$ cat config.mk
export PLATFORM = sky130hd
export DESIGN_NAME = ysyx_220053_fetch_unit_flat
export DESIGN_NICKNAME = d
export VERILOG_FILES = /design/src/rtl/ysyx_220053_fetch_unit_if.sv /design/src/rtl/ysyx_220053_fetch_unit.sv /design/src/flat_wrapper.sv
export SDC_FILE = /design/constraint.sdc
export NUM_CORES = 1
export LEC_CHECK = 0
export CAP_MARGIN = 30
export CORE_AREA = 5 5 204 206
export CTS_CLUSTER_DIAMETER = 100
export CTS_CLUSTER_SIZE = 40
export DETAILED_ROUTE_END_ITERATION = 16
export DIE_AREA = 0 0 209 211
export DONT_BUFFER_PORTS = 1
export GPL_ROUTABILITY_DRIVEN = 0
export GPL_TIMING_DRIVEN = 0
export PLACE_DENSITY = 0.81
export SKIP_LAST_GASP = 1
export SYNTH_ARGS = -nofsm -noshare
export SYNTH_HDL_FRONTEND = slang
export SYNTH_SLANG_ARGS = --single-unit
$ cat constraint.sdc
create_clock -name clk -period 11.3 [get_ports clk]
set_input_delay 1.695 -clock clk [delete_from_list [all_inputs] [get_ports clk]]
set_output_delay 1.695 -clock clk [all_outputs]
set_load 0.01 [all_outputs]
$ cat src/rtl/ysyx_220053_fetch_unit_if.sv
// Instruction-memory bus between the fetch unit (master) and the memory (slave).
// The master holds one request at a time and expects a single response beat per accepted request.
interface ysyx_220053_fetch_unit_if #(
    parameter int unsigned PC_W   = 64,
    parameter int unsigned DATA_W = 64
);
    logic              imem_req_valid;
    logic              imem_req_ready;
    logic [PC_W-1:0]   imem_req_addr;
    logic              imem_resp_valid;
    logic [DATA_W-1:0] imem_resp_data;

    modport master (
        output imem_req_valid,
        output imem_req_addr,
        input  imem_req_ready,
        input  imem_resp_valid,
        input  imem_resp_data
    );

    modport slave (
        input  imem_req_valid,
        input  imem_req_addr,
        output imem_req_ready,
        output imem_resp_valid,
        output imem_resp_data
    );
endinterface

$ cat src/rtl/ysyx_220053_fetch_unit.sv
// Instruction fetch unit: owns the PC, issues one outstanding imem read at a time and
// queues {pc, instr} pairs in a small FIFO for decode; supports redirect/flush and stall.
module ysyx_220053_fetch_unit #(
    parameter int unsigned     PC_W     = 64,
    parameter int unsigned     DATA_W   = 64,
    parameter logic [PC_W-1:0] RESET_PC = PC_W'(64'h8000_0000),
    parameter int unsigned     FQ_DEPTH = 4,
    localparam int unsigned    PTR_W    = $clog2(FQ_DEPTH),
    localparam int unsigned    CNT_W    = $clog2(FQ_DEPTH) + 1
) (
    input  logic                   clk,
    input  logic                   rst,
    input  logic                   i_running,
    input  logic                   i_redirect_valid,
    input  logic [PC_W-1:0]        i_redirect_pc,
    ysyx_220053_fetch_unit_if.master imem,
    output logic                   o_out_valid,
    input  logic                   i_out_ready,
    output logic [PC_W-1:0]        o_out_pc,
    output logic [31:0]            o_out_instr,
    output logic [CNT_W-1:0]       o_fq_count
);

    localparam logic [PC_W-1:0] ADDR_MASK = ~PC_W'(DATA_W / 8 - 1);

    typedef enum logic [1:0] {
        S_IDLE,
        S_REQ,
        S_WAIT
    } state_t;

    state_t            r_state, w_state_nxt;
    logic [PC_W-1:0]   r_pc, w_pc_nxt;
    logic [PC_W-1:0]   r_req_pc, w_req_pc_nxt;
    logic              r_stale, w_stale_nxt;

    logic [PC_W-1:0]   r_fq_pc    [FQ_DEPTH];
    logic [31:0]       r_fq_instr [FQ_DEPTH];
    logic [PTR_W-1:0]  r_wptr, r_rptr;
    logic [CNT_W-1:0]  r_count;

    logic              w_push, w_pop;
    logic [CNT_W:0]    w_occ;
    logic              w_slot_free, w_can_issue;
    logic [31:0]       w_instr;

    generate
        if (DATA_W == 64) begin : g_sel64
            assign w_instr = r_req_pc[2] ? imem.imem_resp_data[63:32] : imem.imem_resp_data[31:0];
        end else begin : g_sel32
            assign w_instr = imem.imem_resp_data[31:0];
        end
    endgenerate

    // Occupancy includes an entry landing this cycle so a response always finds a free slot.
    assign w_push      = (r_state == S_WAIT) && imem.imem_resp_valid && !r_stale && !i_redirect_valid;
    assign w_pop       = o_out_valid && i_out_ready && !i_redirect_valid;
    assign w_occ       = {1'b0, r_count} + {{CNT_W{1'b0}}, w_push};
    assign w_slot_free = w_occ < (CNT_W + 1)'(FQ_DEPTH);
    assign w_can_issue = i_running && !i_redirect_valid && w_slot_free;

    always_ff @(posedge clk) begin
        if (rst) begin
            r_state  <= S_IDLE;
            r_pc     <= RESET_PC;
            r_req_pc <= RESET_PC;
            r_stale  <= 1'b0;
        end else begin
            r_state  <= w_state_nxt;
            r_pc     <= w_pc_nxt;
            r_req_pc <= w_req_pc_nxt;
            r_stale  <= w_stale_nxt;
        end
    end

    always_comb begin
        w_state_nxt  = r_state;
        w_pc_nxt     = r_pc;
        w_req_pc_nxt = r_req_pc;
        w_stale_nxt  = r_stale;
        case (r_state)
            S_IDLE: begin
                if (w_can_issue) begin
                    w_state_nxt  = S_REQ;
                    w_req_pc_nxt = r_pc;
                end
            end
            S_REQ: begin
                if (i_redirect_valid) begin
                    w_stale_nxt = 1'b1;
                end
                // A request made stale by a redirect must not advance the new PC.
                if (imem.imem_req_ready) begin
                    w_state_nxt = S_WAIT;
                    if (!r_stale && !i_redirect_valid) begin
                        w_pc_nxt = r_pc + PC_W'(4);
                    end
                end
            end
            S_WAIT: begin
                if (imem.imem_resp_valid) begin
                    w_stale_nxt = 1'b0;
                    if (w_can_issue) begin
                        w_state_nxt  = S_REQ;
                        w_req_pc_nxt = r_pc;
                    end else begin
                        w_state_nxt = S_IDLE;
                    end
                end else if (i_redirect_valid) begin
                    w_stale_nxt = 1'b1;
                end
            end
            default: w_state_nxt = S_IDLE;
        endcase
        if (i_redirect_valid) begin
            w_pc_nxt = i_redirect_pc;
        end
    end

    always_ff @(posedge clk) begin
        if (rst || i_redirect_valid) begin
            r_wptr  <= '0;
            r_rptr  <= '0;
            r_count <= '0;
        end else begin
            if (w_push) begin
                r_wptr <= r_wptr + PTR_W'(1);
            end
            if (w_pop) begin
                r_rptr <= r_rptr + PTR_W'(1);
            end
            case ({w_push, w_pop})
                2'b10:   r_count <= r_count + CNT_W'(1);
                2'b01:   r_count <= r_count - CNT_W'(1);
                default: r_count <= r_count;
            endcase
        end
    end

    always_ff @(posedge clk) begin
        if (w_push) begin
            r_fq_pc[r_wptr]    <= r_req_pc;
            r_fq_instr[r_wptr] <= w_instr;
        end
    end

    assign imem.imem_req_valid = (r_state == S_REQ);
    assign imem.imem_req_addr  = r_req_pc & ADDR_MASK;

    assign o_out_valid = (r_count != '0);
    assign o_out_pc    = r_fq_pc[r_rptr];
    assign o_out_instr = r_fq_instr[r_rptr];
    assign o_fq_count  = r_count;

endmodule
$ cat src/flat_wrapper.sv
// flat-port wrapper written by rule: the top's interface ports become plain ports
module ysyx_220053_fetch_unit_flat 
#(
    parameter int unsigned     PC_W     = 64,
    parameter int unsigned     DATA_W   = 64,
    parameter logic [PC_W-1:0] RESET_PC = PC_W'(64'h8000_0000),
    parameter int unsigned     FQ_DEPTH = 4,
    localparam int unsigned    PTR_W    = $clog2(FQ_DEPTH),
    localparam int unsigned    CNT_W    = $clog2(FQ_DEPTH) + 1
)
  (clk, rst, i_running, i_redirect_valid, i_redirect_pc, o_out_valid, i_out_ready, o_out_pc, o_out_instr, o_fq_count, imem_imem_req_valid, imem_imem_req_addr, imem_imem_req_ready, imem_imem_resp_valid, imem_imem_resp_data);
  ysyx_220053_fetch_unit_if #(.PC_W(PC_W), .DATA_W(DATA_W)) imem_i ();
  input  logic clk;
  input  logic rst;
  input  logic i_running;
  input  logic i_redirect_valid;
  input  logic [PC_W-1:0] i_redirect_pc;
  output logic o_out_valid;
  input  logic i_out_ready;
  output logic [PC_W-1:0] o_out_pc;
  output logic [31:0] o_out_instr;
  output logic [CNT_W-1:0] o_fq_count;
  output wire logic [$bits(imem_i.imem_req_valid)-1:0] imem_imem_req_valid;
  output wire logic [$bits(imem_i.imem_req_addr)-1:0] imem_imem_req_addr;
  input wire logic [$bits(imem_i.imem_req_ready)-1:0] imem_imem_req_ready;
  input wire logic [$bits(imem_i.imem_resp_valid)-1:0] imem_imem_resp_valid;
  input wire logic [$bits(imem_i.imem_resp_data)-1:0] imem_imem_resp_data;
  assign imem_imem_req_valid = imem_i.imem_req_valid;
  assign imem_imem_req_addr = imem_i.imem_req_addr;
  assign imem_i.imem_req_ready = imem_imem_req_ready;
  assign imem_i.imem_resp_valid = imem_imem_resp_valid;
  assign imem_i.imem_resp_data = imem_imem_resp_data;
  ysyx_220053_fetch_unit #(.PC_W(PC_W), .DATA_W(DATA_W), .RESET_PC(RESET_PC), .FQ_DEPTH(FQ_DEPTH)) u_core (.clk(clk), .rst(rst), .i_running(i_running), .i_redirect_valid(i_redirect_valid), .i_redirect_pc(i_redirect_pc), .imem(imem_i), .o_out_valid(o_out_valid), .i_out_ready(i_out_ready), .o_out_pc(o_out_pc), .o_out_instr(o_out_instr), .o_fq_count(o_fq_count));
endmodule
==> results of run 1 <==
==> state kept, by name (all words and copies together) (netlist names), named ones only <==
signal             flops
u_core.r_stale         1
u_core.r_pc           64
u_core.r_fq_pc       256
u_core.r_wptr          2
u_core.o_fq_count      3
u_core.r_rptr          2
u_core.r_fq_instr    128
u_core.r_state         2
u_core.r_req_pc       64
==> critical path, stage by stage (launching register included) <==
cell and delay [ns]:
dfxtp_1 0.33, clkbuf_1 0.52, buf_2 0.58, buf_1 0.73, mux4_2 0.69
==> logic make-up after synthesis <==
| kind of cell | count (synthesis) | synth area share |
|---|---|---|
| flip-flops | 524 | 0.670 |
| AND/OR/NAND/NOR | 401 | 0.0940 |
| buffers and inverters | 175 | 0.0430 |
| AO/OA/AOI/OAI | 155 | 0.0485 |
| multiplexers | 136 | 0.122 |
| XOR/XNOR | 39 | 0.0160 |
| adder cells (fa/ha/maj) | 11 | 0.00678 |
| other | 1 | 0.000175 |
==> power by group through the flow <==
stage	clock network, mW	logic [mW]	registers, mW
after floorplan	0	0.106	2.15
after global placement	0	0.137	2.16
after detailed placement	0	0.143	2.16
after CTS	0.886	0.144	2.12
after global routing	0.953	0.157	2.13
final	0.861	0.145	2.12
==> placed cells by master, fill, tap and decap left out, types with 4 or more instances in the layout <==
cell	netlist	routed
edfxtp_1	384	384
nand2_1	161	161
dfxtp_1	140	140
mux4_2	96	96
a21oi_1	80	80
nor2_1	75	75
buf_4	66	66
clkbuf_1	55	62
a211oi_1	33	33
mux2_2	32	32
nand3_1	28	28
inv_1	27	27
xnor2_1	23	23
and4_1	22	22
and3_1	21	21
buf_1	20	20
nand4_1	19	19
nor3_1	19	19
clkbuf_16	0	17
xor2_1	16	16
nor4_1	11	11
ha_1	10	10
mux2i_1	8	8
a2111oi_0	8	8
buf_2	6	7
a2111oi_2	6	6
or3_1	4	4
and2_4	0	4
a221oi_1	4	4
buf_6	1	4
nor4b_1	4	4
a311oi_1	4	4
==> cell type report <==
class                   count  area [sq um]  area share
diodes                      2          5.00    0.000220
plain buffers             148           818      0.0359
well taps                 525           657      0.0288
multi-input cells         745          6160       0.270
clock inverters             5          76.3     0.00335
repair buffers             11           196     0.00862
clock buffers              24           452      0.0198
flip-flops and latches    524         14300       0.629
inverters                  27           101     0.00445
==> per-stage QoR <==
step | worst slack [ns] | hold WS, ns
4_1_cts | 6.01 | 0.470
5_1_grt | 5.97 | 0.498
3_5_place_dp | 6.64 | 0.450
6_report | 6.20 | 0.467
2_1_floorplan | 6.36 | 0.431
3_3_place_gp | 4.37 | 0.451
==> final timing paths <==
check	from	endpoint	slack (ns)	depth (start not counted)
worst max-delay path	register	o_out_pc[42]	6.20	4
worst min register to register	u_core.r_pc[0]	u_core.r_req_pc[0]	0.47	2
worst min-delay path	u_core.r_pc[0]	u_core.r_req_pc[0]	0.47	2
worst max register to register	u_core.r_state[0]	u_core.r_req_pc[24]	8.06	10
==> per-layer routing <==
layer  vias up  track usage
li1       5454            -
met1      6160        0.297
met2       553        0.389
met3        86       0.0610
met4        10       0.0542
met5         -            0
==> impl_metrics.env, run 1 <==
export IMPL_status="completed"
export IMPL_yosys_most_used_dff="edfxtp_1"
export IMPL_post_cts_buffers=0
export IMPL_grt_pass1_wl_mm=76.6
export IMPL_die_area_sq_um=44100
export IMPL_p_sw_mw=0.673
export IMPL_wirelength_mm=52.0
export IMPL_ioPinCount=300
export IMPL_layout_drive_gt1_share=0.172
export IMPL_clkTransAtPathRegs_ns=0.13
export IMPL_switching_share=0.215
export IMPL_ir_worst_vdd_uv=147
export IMPL_first_pass_iters=6
export IMPL_dpl_hpwl_mm=37.4
export IMPL_core_sq_um=39500
export IMPL_clockBufferDepth=3
export IMPL_layout_cells_non_filler=2011
export IMPL_cap_violations=0
export IMPL_startpoint_type="register"
export IMPL_required_ns=9.61
export IMPL_track_usage=0.228
export IMPL_endpoint_kind="output pin"
export IMPL_crit_arrival_ns=3.40
export IMPL_grt_pass1_vias=12100
export IMPL_synth_top_area_frac=0.539
export IMPL_clkSinkCount=524
export IMPL_finalMaxSlewViolations=0
export IMPL_fin_crit_sh=0.451
export IMPL_syn_inst=1442
export IMPL_htree_levels=1
export IMPL_syn2layout_area_growth_pct=6.56
export IMPL_grt_antenna_before_repair=8
export IMPL_dieHeight_microns=211
export IMPL_grt_overflow_total=0
export IMPL_placed_area_sq_um=22200
export IMPL_power_frac_seq=0.678
export IMPL_start_util=0.542
export IMPL_finalSetupViolCount=0
export IMPL_met1_length_mm=19.9
export IMPL_postSynth_asyncResetShare=0
export IMPL_utilization=0.578
export IMPL_fillers=3014
export IMPL_synth_seq_cells=524
export IMPL_synth_distinct_cells=61
export IMPL_synth_commonest_cells="edfxtp_1, nand2_1, dfxtp_1"
export IMPL_final_cell_area_sq_um=22800
export IMPL_ctsRootBufferMaster="clkbuf_16"
export IMPL_fin_skew_ns=0.0255
export IMPL_drc=0
export IMPL_grt_max_degree=59
export IMPL_hold_viol_final=0
export IMPL_yosysMostFrequentCell="edfxtp_1"
export IMPL_synth_edff_count=384
export IMPL_power_mw=3.13
export IMPL_cts_hold_buffers=0
export IMPL_synth_area_leaders="edfxtp_1, dfxtp_1, mux4_2"
export IMPL_p_clk_frac=0.275
export IMPL_synthesis_area_sq_um=21400
export IMPL_via_per_inst=6.10
export IMPL_power_density_nw_per_um2=137
export IMPL_clock_latency_ns=0.56
export IMPL_rows=73
export IMPL_power_leakage_nw=7.44
export IMPL_critPathMaxFanout=10
export IMPL_internal_power_mw=2.46
export IMPL_synth_warnings=0
export IMPL_numPortBuffers=0
export IMPL_critical_path_class="reg -> out"
export IMPL_setup_tns_ns=0
export IMPL_drt_iter0_drc=1107
export IMPL_clock_fmax_mhz=196
export IMPL_hp_class="reg -> reg"
export IMPL_wire_per_inst_microns=25.8
export IMPL_topRoutingLayerUsed="met5"
export IMPL_cts_tree="built"
export IMPL_combinationalPowerShare=0.046
export IMPL_vias=12300
export IMPL_numCtsBuffers=17
export IMPL_ant_nets=0
export IMPL_cts_resized=0
export IMPL_placed_cells=1978
export IMPL_slew_headroom=0.407
export IMPL_final_nets=1620
export IMPL_synth_top_cell_by_area="edfxtp_1"
export IMPL_wl_met3_mm=4.72
export IMPL_seq_area_frac_synth=0.670
export IMPL_rsz0062_at_grt="false"
export IMPL_min_period_ns=5.10
export IMPL_worst_pin_slew_ns=0.889
export IMPL_die_x_microns=209
export IMPL_wl_met2_mm=26.0
export IMPL_syn_avg_cell_area_sq_um=14.8
Note: power is estimated with default switching activity, not from simulation.
==> run 2, diff against run 1 <==
--- a/config.mk
+++ b/config.mk
@@ -14,7 +14,7 @@
 export DONT_BUFFER_PORTS = 1
 export GPL_ROUTABILITY_DRIVEN = 0
 export GPL_TIMING_DRIVEN = 0
-export PLACE_DENSITY = 0.81
+export PLACE_DENSITY = 0.83
 export SKIP_LAST_GASP = 1
 export SYNTH_ARGS = -nofsm -noshare
 export SYNTH_HDL_FRONTEND = slang
==> constraint.sdc (replaced) <==
create_clock -name clk -period 4.35 [get_ports clk]
set_input_delay 0.6525 -clock clk [delete_from_list [all_inputs] [get_ports clk]]
set_output_delay 0.6525 -clock clk [all_outputs]
set_load 0.01 [all_outputs]
==> run 2 against run 1 <==
Against the previous run:
- sequential share of layout area decreased by 0.18 points
- global-route usage decreased by 0.19 points
- power increased to 2.6 times the previous value
- clock skew increased by 0.017 ns
- sequential power increased to 2.6 times the previous value
- critical path depth unchanged
- non-clock buffer count unchanged
- combinational power increased to 2.6 times the previous value
- die area unchanged
- utilization increased by 0.16 points
- cell area increased by 0.29%
- critical path type unchanged
- highest routed layer unchanged
==> impl_metrics.env, run 2 (synthesized netlist as in run 1, its figures left out) <==
export IMPL_critical_path_class="reg -> out"
export IMPL_endpoint_kind="output pin"
export IMPL_power_leakage_nw=7.45
export IMPL_core_sq_um=39500
export IMPL_drt_iter0_drc=1174
export IMPL_power_mw=8.15
export IMPL_post_cts_buffers=0
export IMPL_via_per_inst=6.11
export IMPL_die_x_microns=209
export IMPL_startpoint_type="register"
export IMPL_grt_overflow_total=0
export IMPL_dpl_hpwl_mm=37.2
export IMPL_clock_fmax_mhz=251
export IMPL_clockBufferDepth=3
export IMPL_htree_levels=1
export IMPL_hp_start="imem_imem_resp_valid"
export IMPL_cts_resized=0
export IMPL_wire_per_inst_microns=25.5
export IMPL_cts_tree="built"
export IMPL_layout_drive_gt1_share=0.172
export IMPL_hold_end="u_core.r_stale"
export IMPL_first_pass_iters=6
export IMPL_placed_cells=1980
export IMPL_rr_endpoint="u_core.r_req_pc[53]"
export IMPL_track_usage=0.226
export IMPL_ir_worst_vdd_uv=317
export IMPL_hp_class="in -> reg"
export IMPL_largest_reg_flops=256
export IMPL_rows=73
export IMPL_registers_top_by_ff_count="u_core.r_fq_pc"
export IMPL_syn2layout_area_growth_pct=6.87
export IMPL_grt_pass1_wl_mm=76.9
export IMPL_critPathMaxFanout=10
export IMPL_crit_arrival_ns=3.34
export IMPL_finalMaxSlewViolations=0
export IMPL_required_ns=3.70
export IMPL_setup_tns_ns=0
export IMPL_final_common_cell="edfxtp_1"
export IMPL_status="completed"
export IMPL_numCtsBuffers=17
export IMPL_cts_hold_buffers=0
export IMPL_reg2reg_from="u_core.r_state[0]"
export IMPL_hold_viol_final=0
export IMPL_drc=0
export IMPL_start_util=0.542
export IMPL_worst_pin_slew_ns=0.987
export IMPL_largestRegisters="u_core.r_fq_pc x256, u_core.r_fq_instr x128"
export IMPL_ioPinCount=300
export IMPL_finalSetupViolCount=0
export IMPL_rsz0062_at_grt="false"
export IMPL_fin_crit_sh=0.917
export IMPL_utilization=0.579
export IMPL_slew_headroom=0.342
export IMPL_ctsRootBufferMaster="clkbuf_16"
export IMPL_layout_cells_non_filler=2016
export IMPL_clkTransAtPathRegs_ns=0.14
export IMPL_rrSetupSlack_ns=1.35
export IMPL_fin_skew_ns=0.0430
export IMPL_final_nets=1620
export IMPL_layout_common_cells="edfxtp_1, nand2_1, dfxtp_1"
export IMPL_dieHeight_microns=211
export IMPL_clock_latency_ns=0.57
export IMPL_cap_violations=0
export IMPL_clkSinkCount=524
export IMPL_min_path_cells=1
export IMPL_min_period_ns=3.99
export IMPL_grt_antenna_before_repair=8
export IMPL_ant_nets=0
export IMPL_vias=12300
export IMPL_r2r_cells=10
export IMPL_wirelength_mm=51.5
export IMPL_grt_pass1_vias=12200
export IMPL_grt_max_degree=42
export IMPL_numPortBuffers=0
export IMPL_hold_slack_ns=0.179
export IMPL_die_area_sq_um=44100
export IMPL_power_density_nw_per_um2=356
run 2: cell count changes in the layout (fill, tap and decap cells not counted):
cell,previous run,this run
diode_2,2,6
buf_12,3,1
clkinv_8,2,0
buf_8,1,0
inv_8,0,2
buf_2,7,6
clkdlybuf4s15_2,0,1
clkbuf_1,62,63
inv_12,0,1
buf_16,3,7
clkinv_2,1,0
buf_6,4,3
run 2: where the power goes:
| group | leakage (nW) | total [mW] | switching, mW | internal (mW) |
|---|---|---|---|---|
| sequential | 4.93 | 5.51 | 0.101 | 5.41 |
| clock | 0.257 | 2.26 | 1.42 | 0.834 |
| combinational | 2.27 | 0.377 | 0.236 | 0.141 |
| total | 7.45 | 8.15 | 1.76 | 6.39 |
run 2: final cells by class:
cell class | count | area, sq um
buffer | 148 | 818
inverter | 27 | 101
fill | 3007 | 16600
clock inverter | 5 | 77.6
tap | 525 | 657
clock buffer | 25 | 455
timing repair buffer | 11 | 246
antenna | 6 | 15.0
sequential | 524 | 14300
multi-input combinational | 745 | 6160
run 2: worst max-delay path, cell delays in order, from the launching register on:
cell	delay, ns
dfxtp_1	0.33
clkbuf_1	0.53
buf_2	0.51
buf_1	0.69
mux4_2	0.68
run 2: how the worst max path moves through the flow:
stage | slack (ns) | to | from
after global routing | 0.1 | o_out_pc[54] | register
after floorplan | 0.45 | u_core.r_fq_instr[1][0] | imem_imem_resp_valid
final | 0.36 | o_out_pc[33] | register
after CTS | 0.22 | o_out_pc[33] | register
after global placement | -1.46 | u_core.r_fq_pc[0][55] | imem_imem_resp_valid
after detailed placement | 0.83 | o_out_pc[33] | register
run 2: per-layer routing:
layer | part of all wire | track usage
met4 | 0.019 | 0.0488
met1 | 0.40 | 0.306
met2 | 0.49 | 0.379
met5 | 0.00031 | 0
met3 | 0.094 | 0.0551
run 2: metrics by stage:
stage / setup slack, ns / instance area [sq um]
4_1_cts: 0.220 / 22800
2_1_floorplan: 0.455 / 21400
5_1_grt: 0.0952 / 22900
3_3_place_gp: -1.46 / 22100
3_5_place_dp: 0.827 / 22300
6_report: 0.362 / 22900
